**src/rtl/pc_pkg.sv**
```systemverilog
// Shared types and constants for the PC fetch unit: redirect selector,
// fetch FSM states and the instruction width.
package pc_pkg;

  localparam int INSTR_W = 32;

  typedef enum logic [1:0] {
    RS_NONE   = 2'b00,
    RS_BRANCH = 2'b01,
    RS_JUMP   = 2'b10,
    RS_REG    = 2'b11
  } redirect_sel_e;

  typedef enum logic [1:0] {
    IDLE  = 2'b00,
    FETCH = 2'b01,
    DRAIN = 2'b10
  } fetch_state_e;

endpackage

```
**src/rtl/pc_target_gen.sv**
```systemverilog
// Combinational redirect target calculator with alignment handling.
// Build option PC_MISALIGN_TRAP_EN: misaligned targets divert to TRAP_VEC.
module pc_target_gen
  import pc_pkg::*;
#(
  parameter int                ADDR_W   = 32,
  parameter logic [ADDR_W-1:0] TRAP_VEC = ADDR_W'(32'h80)
) (
  input  logic [1:0]        redirect_sel,
  input  logic [ADDR_W-1:0] redirect_pc4,
  input  logic [ADDR_W-1:0] sign_imm,
  input  logic [25:0]       jump_idx,
  input  logic [ADDR_W-1:0] reg_target,
  output logic              redirect,
  output logic [ADDR_W-1:0] target,
  output logic              misalign_hit
);

  // Jump keeps the upper PC bits above bit 27; narrow PCs keep none.
  localparam int                JLOW_W    = (ADDR_W < 28) ? ADDR_W : 28;
  localparam logic [ADDR_W-1:0] JLOW_MASK = {ADDR_W{1'b1}} >> (ADDR_W - JLOW_W);

  redirect_sel_e     sel_s;
  logic [27:0]       jfield_s;
  logic [ADDR_W-1:0] raw_s;

  assign sel_s    = redirect_sel_e'(redirect_sel);
  assign jfield_s = {jump_idx, 2'b00};

  // Raw (unaligned) target selection.
  always_comb begin
    raw_s    = '0;
    redirect = 1'b0;
    case (sel_s)
      RS_BRANCH: begin
        raw_s    = redirect_pc4 + (sign_imm << 2'd2);
        redirect = 1'b1;
      end
      RS_JUMP: begin
        raw_s    = (redirect_pc4 & ~JLOW_MASK) | (ADDR_W'(jfield_s) & JLOW_MASK);
        redirect = 1'b1;
      end
      RS_REG: begin
        raw_s    = reg_target;
        redirect = 1'b1;
      end
      default: begin
        raw_s    = '0;
        redirect = 1'b0;
      end
    endcase
  end

`ifdef PC_MISALIGN_TRAP_EN
  // Misaligned redirect targets divert to the trap vector.
  always_comb begin
    if (redirect && (raw_s[1:0] != 2'b00)) begin
      target       = TRAP_VEC;
      misalign_hit = 1'b1;
    end else begin
      target       = raw_s;
      misalign_hit = 1'b0;
    end
  end
`else
  logic [ADDR_W-1:0] unused_trap_s;

  assign unused_trap_s = TRAP_VEC;
  assign target        = raw_s & {{(ADDR_W-2){1'b1}}, 2'b00};
  assign misalign_hit  = 1'b0;
`endif

endmodule

```
**src/rtl/pc_fetch_unit.sv**
```systemverilog
// Instruction fetch: PC sequencing, redirect handling, single-entry output slot.
// Build option PC_MISALIGN_TRAP_EN (handled in pc_target_gen) enables misalign trapping.
module pc_fetch_unit
  import pc_pkg::*;
#(
  parameter int                ADDR_W    = 32,
  parameter logic [ADDR_W-1:0] RESET_VEC = '0,
  parameter logic [ADDR_W-1:0] TRAP_VEC  = ADDR_W'(32'h80)
) (
  input  logic               clk,
  input  logic               reset,
  input  logic               stall,
  input  logic [1:0]         redirect_sel,
  input  logic [ADDR_W-1:0]  redirect_pc4,
  input  logic [ADDR_W-1:0]  sign_imm,
  input  logic [25:0]        jump_idx,
  input  logic [ADDR_W-1:0]  reg_target,
  output logic               imem_req,
  output logic [ADDR_W-1:0]  imem_addr,
  input  logic               imem_ack,
  input  logic [INSTR_W-1:0] imem_rdata,
  output logic               instr_valid,
  output logic [INSTR_W-1:0] instr,
  output logic [ADDR_W-1:0]  instr_pc,
  output logic [ADDR_W-1:0]  instr_pc4,
  output logic               misalign
);

  fetch_state_e       state_r, state_s;
  logic [ADDR_W-1:0]  pc_r, pc_plus4_s, target_s;
  logic               redirect_s, misalign_hit_s;
  logic               req_s, take_s, consume_s;
  logic [INSTR_W-1:0] instr_r;
  logic [ADDR_W-1:0]  instr_pc_r, instr_pc4_r;
  logic               instr_valid_r, misalign_r;

  pc_target_gen #(
    .ADDR_W   (ADDR_W),
    .TRAP_VEC (TRAP_VEC)
  ) u_target_gen (
    .redirect_sel (redirect_sel),
    .redirect_pc4 (redirect_pc4),
    .sign_imm     (sign_imm),
    .jump_idx     (jump_idx),
    .reg_target   (reg_target),
    .redirect     (redirect_s),
    .target       (target_s),
    .misalign_hit (misalign_hit_s)
  );

  assign pc_plus4_s = pc_r + ADDR_W'(32'd4);

  // Handshake decode: request only when the slot can take the returned word.
  always_comb begin
    consume_s = instr_valid_r & ~stall;
    if (!reset && (state_r == FETCH)) begin
      req_s = ~instr_valid_r | ~stall;
    end else begin
      req_s = 1'b0;
    end
    take_s = req_s & imem_ack & ~redirect_s;
  end

  // Next-state logic; an unacknowledged request abandoned by a redirect is drained.
  always_comb begin
    state_s = state_r;
    case (state_r)
      IDLE: begin
        state_s = FETCH;
      end
      FETCH: begin
        if (redirect_s && req_s && !imem_ack) begin
          state_s = DRAIN;
        end else begin
          state_s = FETCH;
        end
      end
      DRAIN: begin
        if (imem_ack) begin
          state_s = FETCH;
        end else begin
          state_s = DRAIN;
        end
      end
      default: begin
        state_s = IDLE;
      end
    endcase
  end

  // FSM state register.
  always_ff @(posedge clk) begin
    if (reset) begin
      state_r <= IDLE;
    end else begin
      state_r <= state_s;
    end
  end

  // Program counter: redirect wins over sequential advance.
  always_ff @(posedge clk) begin
    if (reset) begin
      pc_r <= RESET_VEC;
    end else if (redirect_s) begin
      pc_r <= target_s;
    end else if (take_s) begin
      pc_r <= pc_plus4_s;
    end else begin
      pc_r <= pc_r;
    end
  end

  // Output slot: refill on accepted data, flush on redirect, clear on consumption.
  always_ff @(posedge clk) begin
    if (reset) begin
      instr_valid_r <= 1'b0;
      instr_r       <= '0;
      instr_pc_r    <= '0;
      instr_pc4_r   <= '0;
    end else if (redirect_s) begin
      instr_valid_r <= 1'b0;
    end else if (take_s) begin
      instr_valid_r <= 1'b1;
      instr_r       <= imem_rdata;
      instr_pc_r    <= pc_r;
      instr_pc4_r   <= pc_plus4_s;
    end else if (consume_s) begin
      instr_valid_r <= 1'b0;
    end else begin
      instr_valid_r <= instr_valid_r;
    end
  end

  // One-cycle misalign pulse accompanying a trapped redirect.
  always_ff @(posedge clk) begin
    if (reset) begin
      misalign_r <= 1'b0;
    end else begin
      misalign_r <= redirect_s & misalign_hit_s;
    end
  end

  assign imem_req    = req_s;
  assign imem_addr   = pc_r;
  assign instr_valid = instr_valid_r;
  assign instr       = instr_r;
  assign instr_pc    = instr_pc_r;
  assign instr_pc4   = instr_pc4_r;
  assign misalign    = misalign_r;

endmodule

```
**config.mk**
```make
export PLATFORM = sky130hd
export DESIGN_NAME = pc_fetch_unit
export DESIGN_NICKNAME = d
export VERILOG_FILES = /design/src/rtl/pc_pkg.sv /design/src/rtl/pc_target_gen.sv /design/src/rtl/pc_fetch_unit.sv
export SDC_FILE = /design/constraint.sdc
export NUM_CORES = 1
export LEC_CHECK = 0
export ABC_AREA = 1
export CAP_MARGIN = 5
export CORE_ASPECT_RATIO = 1.2
export CORE_MARGIN = 1
export CORE_UTILIZATION = 49
export DETAILED_ROUTE_END_ITERATION = 8
export GPL_TIMING_DRIVEN = 0
export PLACE_DENSITY = 0.94
export SETUP_SLACK_MARGIN = 0.5
export SLEW_MARGIN = 20
export SYNTH_ARGS = -nofsm -noshare
export SYNTH_HDL_FRONTEND = slang
export SYNTH_SLANG_ARGS = --single-unit
export TNS_END_PERCENT = 10
```
**constraint.sdc**
```tcl
create_clock -name clk -period 5.28 [get_ports clk]
set_clock_uncertainty 0.2 [all_clocks]
set_input_delay 1.32 -clock clk [delete_from_list [all_inputs] [get_ports clk]]
set_output_delay 1.32 -clock clk [all_outputs]
set_load 0.005 [all_outputs]
```
## Yosys cells after proc, flatten, opt, wreduce, memory -nomap -nowiden

Cells that the tools add are included.

| word-level totals | value |
|---|---|
| flip-flop bits (word level) | 131 |
| input bits | 160 |
| output and inout port bits | 131 |
| word-level logic and storage cells | 43 |

| operators by class | value |
|---|---|
| $add $sub $neg | 2 |
| equal/unequal tests | 5 |
| multiplexer cells | 10 |
| bitwise operators | 8 |
| reduce and logical (&&, ||, !) cells | 11 |

Operators with widths:

| kind | count |
|---|---|
| 32-bit one-hot mux with 3 select lines | 1 |
| 32-bit 2-to-1 mux | 2 |
| 32-bit by 3-bit adder with 32-bit output, second input constant | 1 |
| 32-bit adder | 1 |
| 32-bit by 28-bit bitwise OR with 32-bit output | 1 |
| 2-bit == test, second input constant | 3 |
| 2-bit one-hot mux with 3 select lines | 1 |
| 2-bit by 1-bit == test with 1-bit output, second input constant | 2 |
| 1-bit 2-to-1 mux | 4 |
| 2-bit 2-to-1 mux | 2 |
| 2-bit nonzero test | 2 |
| 1-bit AND | 3 |
| 1-bit logical AND | 3 |
| 1-bit inverter | 3 |
| 3-bit OR reduction | 1 |
| 1-bit logical NOT | 2 |
| 2-bit logical NOT | 1 |
| 2-bit AND reduction | 1 |
| 2-bit OR reduction | 1 |
| 1-bit bitwise OR | 1 |

## Longest topological paths before layout

| depth | value |
|---|---|
| depth after elaboration | 7 |
| depth in mapped cells | 16 |

## Hierarchy

Synthesis repeated with hierarchy kept, for this count alone.

| unflattened totals | value |
|---|---|
| cell total of the unflattened synthesis | 1,368 |
| area, all modules | 8,374.3 sq um |

Modules (own cells, without submodules):

| module | times used | cells each | area each (sq um) |
|---|---|---|---|
| pc_fetch_unit | 1 | 761 | 5,496.5 |
| pc_target_gen | 1 | 607 | 2,877.8 |

## Least setup slack after synthesis

OpenSTA, ideal clock, no wires.

| path | value |
|---|---|
| path kind | input -> output |
| start point | input reset |
| end point | output imem_req |
| arrival | 1,579 ps |
| data required time | 3,760 ps |
| slack | 2,181 ps |
| stages on the path | 3 |
| cells stage by stage | inv_2 -> nand4_2 -> inv_2 |

| on the way | value |
|---|---|
| cells in the longest elaborated chain, start to end | 3 |

Ends and longest elaborated chain:

| what | RTL line | RTL |
|---|---|---|
| from (decl) | pc_fetch_unit.sv:11 | `input logic reset,` |
| 1-bit logical NOT | pc_fetch_unit.sv:56 | `if (!reset && (state_r == FETCH)) begin` |
| 1-bit logical AND | pc_fetch_unit.sv:56 |  |
| 1-bit 2-to-1 mux | pc_fetch_unit.sv:56 |  |
| to (decl) | pc_fetch_unit.sv:18 | `output logic imem_req,` |

No other way between the ends.

## Final worst setup path

Same ends and word-level chain as after synthesis.

==> results.ini <==
[cts]
cts-root-buf=clkbuf_16
path_clk_slew_ns=0.06
cts_tree=built
h-tree-depth=4
cts_resized=0
cts.path.max_buffers=2
cts_hold_buf=0
cts_buffers=17
post_cts_buffers=0
cts.sinks=125
clock_latency_ns=0.42

[synth]
ys_ff_latch=125
seq_area_frac_synth=0.313
yosysTopAreaCellShare=0.313
synth_ff_type=dfxtp_1
synth_edf_count=0
async_flop_share=0
synth_compound_area_frac=0.153
synth_fa_ha_area_frac=0.0495
synth-simple-area-share=0.350
syn-mean-instance-area_um2=6.15
synthCells=1299
synth.distinct_cells=41
synth_warnings=0
yosys.area.top_type=dfxtp_1
synth_xor_area_frac=0.0142
synth_area_leaders=dfxtp_1 (31%), nand2_1 (17%), inv_1 (8.3%)
synth_top_family_by_area=simple AND/OR/NAND/NOR gates
syn_area_um2=7990
synthMuxAreaShare=0

[grt]
grt_pass1_vias=9653
grt_max_degree=17
antenna_found_initial=0
grt-ovfl-total=0
grt_use_total=0.367
grt_pass1_wl_um=47900

[power_and_ir_drop]
combinationalPowerShare=0.218
p_sw_uw=788
clkPwrFrac=0.409
pwr-share-seq=0.373
power.leakage_nw=5.38
p_int_mw=1.96
finalPower_mw=2.75
swShare=0.287
power.density_nw_per_um2=236
vdd_drop_max_uv=135

[sta]
finalHoldViolations=0
fin_crit_ns=4.22
fin_setup_tns_ns=0
finalCritPeriodShare=0.800
finalMaxSlewViolations=0
max_freq_mhz=237
finalSetupViolCount=0
tightest_slew_ns=0.688
max_slew_margin=0.541
timing.hold.ws_ns=0.266
rsz0062_at_grt=no

[place]
portBuffers=277
gp_congestion=0.979
hpwlAfterDp_um=24400
placed_area_um2=11000

[floorplan]
dieArea_um2=16800
ioPinCount=291
core_area_um2=15800
chipWidth_um=119
placementRows=50
dieHeight_um=142
initial_core_util=0.507

[run]
drv_cap=0

[setup_path]
critPathTopFamily=buffers and inverters
endpoint_kind=output port
required_ns=3.76
path_cells=clkdlybuf4s50_1, inv_2, nand4_2, inv_2, clkdlybuf4s50_1
path_buf_inv=4
critPathLaunchType=input port
startpoint=reset
cp_max_fo=8
worst-setup-path-type=input port to output port
crit_arrival_ns=2.70
slowest_delay_ns=0.53
crit-reg2reg-launch=imem_addr[2]
crit_path_top_delay_cell=clkdlybuf4s50_1

[layout]
drive_gt1_frac=0.0502
final_cell_area_um2=11600
final_common_cell=nand2_1
n_antenna_cell=0
fin_util=0.737
fin_nets=1792
syn2layout_area_growth_pct=45.4
layout_common_cells=nand2_1 (371), clkdlybuf4s50_1 (277), inv_1 (176)

[outcome]
status=finished, final reports clean

[detailed_routing]
viasPerCell=5.43
drtPass1Iterations=5
wl_per_cell_um=17.0
drt_iter0_markers=604
final_antenna_net_count=0
drt_wl_total_um=31000
num_vias=9897
drc=0

[min_path]
holdCritPathClass=flop to flop
worstHoldStart=instr_pc4[25]

## synth_stat cells (3+ instances only)
library cell / number
a22oi_1: 3
buf_4: 13
clkbuf_1: 21
o21bai_1: 4
nand3_1: 81
and2_1: 3
inv_2: 6
nand2_1: 371
ha_1: 30
xor2_1: 13
nor3_1: 10
nand4_1: 16
o21ai_0: 81
a21boi_0: 5
a21oi_1: 83
nor2_2: 7
a31oi_1: 5
buf_2: 12
dfxtp_1: 125
nand3b_1: 6
nor2_1: 174
or2_2: 5
buf_1: 3
o21ai_1: 5
a22o_1: 22
inv_1: 176
## path summary, 6_finish.rpt
check | endpoint | slack [ns] | depth (start not counted)
setup reg to reg | imem_addr[22] | 2.83 | 13
hold reg to reg | instr_pc4[25] | 0.27 | 2
hold / removal | instr_pc4[25] | 0.27 | 2
setup / recovery | imem_req | 1.06 | 5
## flip-flops by register name (all words and copies together), names as in the netlist
signal and flops:
instr_valid 1, instr 32, imem_addr 30, instr_pc 30, state_r 2, instr_pc4 30
## area by class of cell
class                           count  area [um2]
Buffer                             52         275
Clock buffer                       23         488
Clock inverter                      9        85.1
Fill cell                        1284        4140
Inverter                          182         683
Multi-Input combinational cell    946        4550
Sequential cell                   125        2500
Tap cell                          208         260
Timing Repair Buffer              277        2770
## worst reg2reg max path: cells and delay by family (launching register included)
family / cells / cell delay [ns]
AOI/OAI and AO/OA: 1 / 0.16
buffers and inverters: 2 / 0.12
adders and majority gates: 1 / 0.24
DFF: 1 / 0.52
and+or+nand+nor: 9 / 1.15
## stage by stage
stage / instances / worst slack (ns)
after floorplan: 1305 / 2.18
after global placement: 1790 / 1.11
after detailed placement: 1790 / 1.09
after CTS: 1822 / 1.06
after global routing: 1822 / 1.02
final: 1822 / 1.06
## power groups by stage
stage          Sequential, mW  Combinational (mW)  Clock [mW]
2_1_floorplan            1.03               0.303           0
3_3_place_gp             1.04               0.575           0
3_5_place_dp             1.04               0.586           0
4_1_cts                  1.02               0.592        1.11
5_1_grt                  1.03               0.663        1.16
6_report                 1.03               0.600        1.12
## cell families after synthesis
kind of cell | after synthesis
AOI/OAI and AO/OA | 216
and+or+nand+nor | 679
other | 1
buffers and inverters | 234
adders and majority gates | 31
xor gates and xnor gates | 13
DFF | 125
## metal layers
metal / GRT usage / routed length, um / vias to the layer above
met5: 0 / 0 / -
met4: 0.217 / 1840 / 0
met3: 0.0583 / 2060 / 135
met2: 0.701 / 16000 / 523
met1: 0.374 / 11100 / 4505
li1: - / - / 4734
No activity file was read; power rests on OpenSTA's default activity.
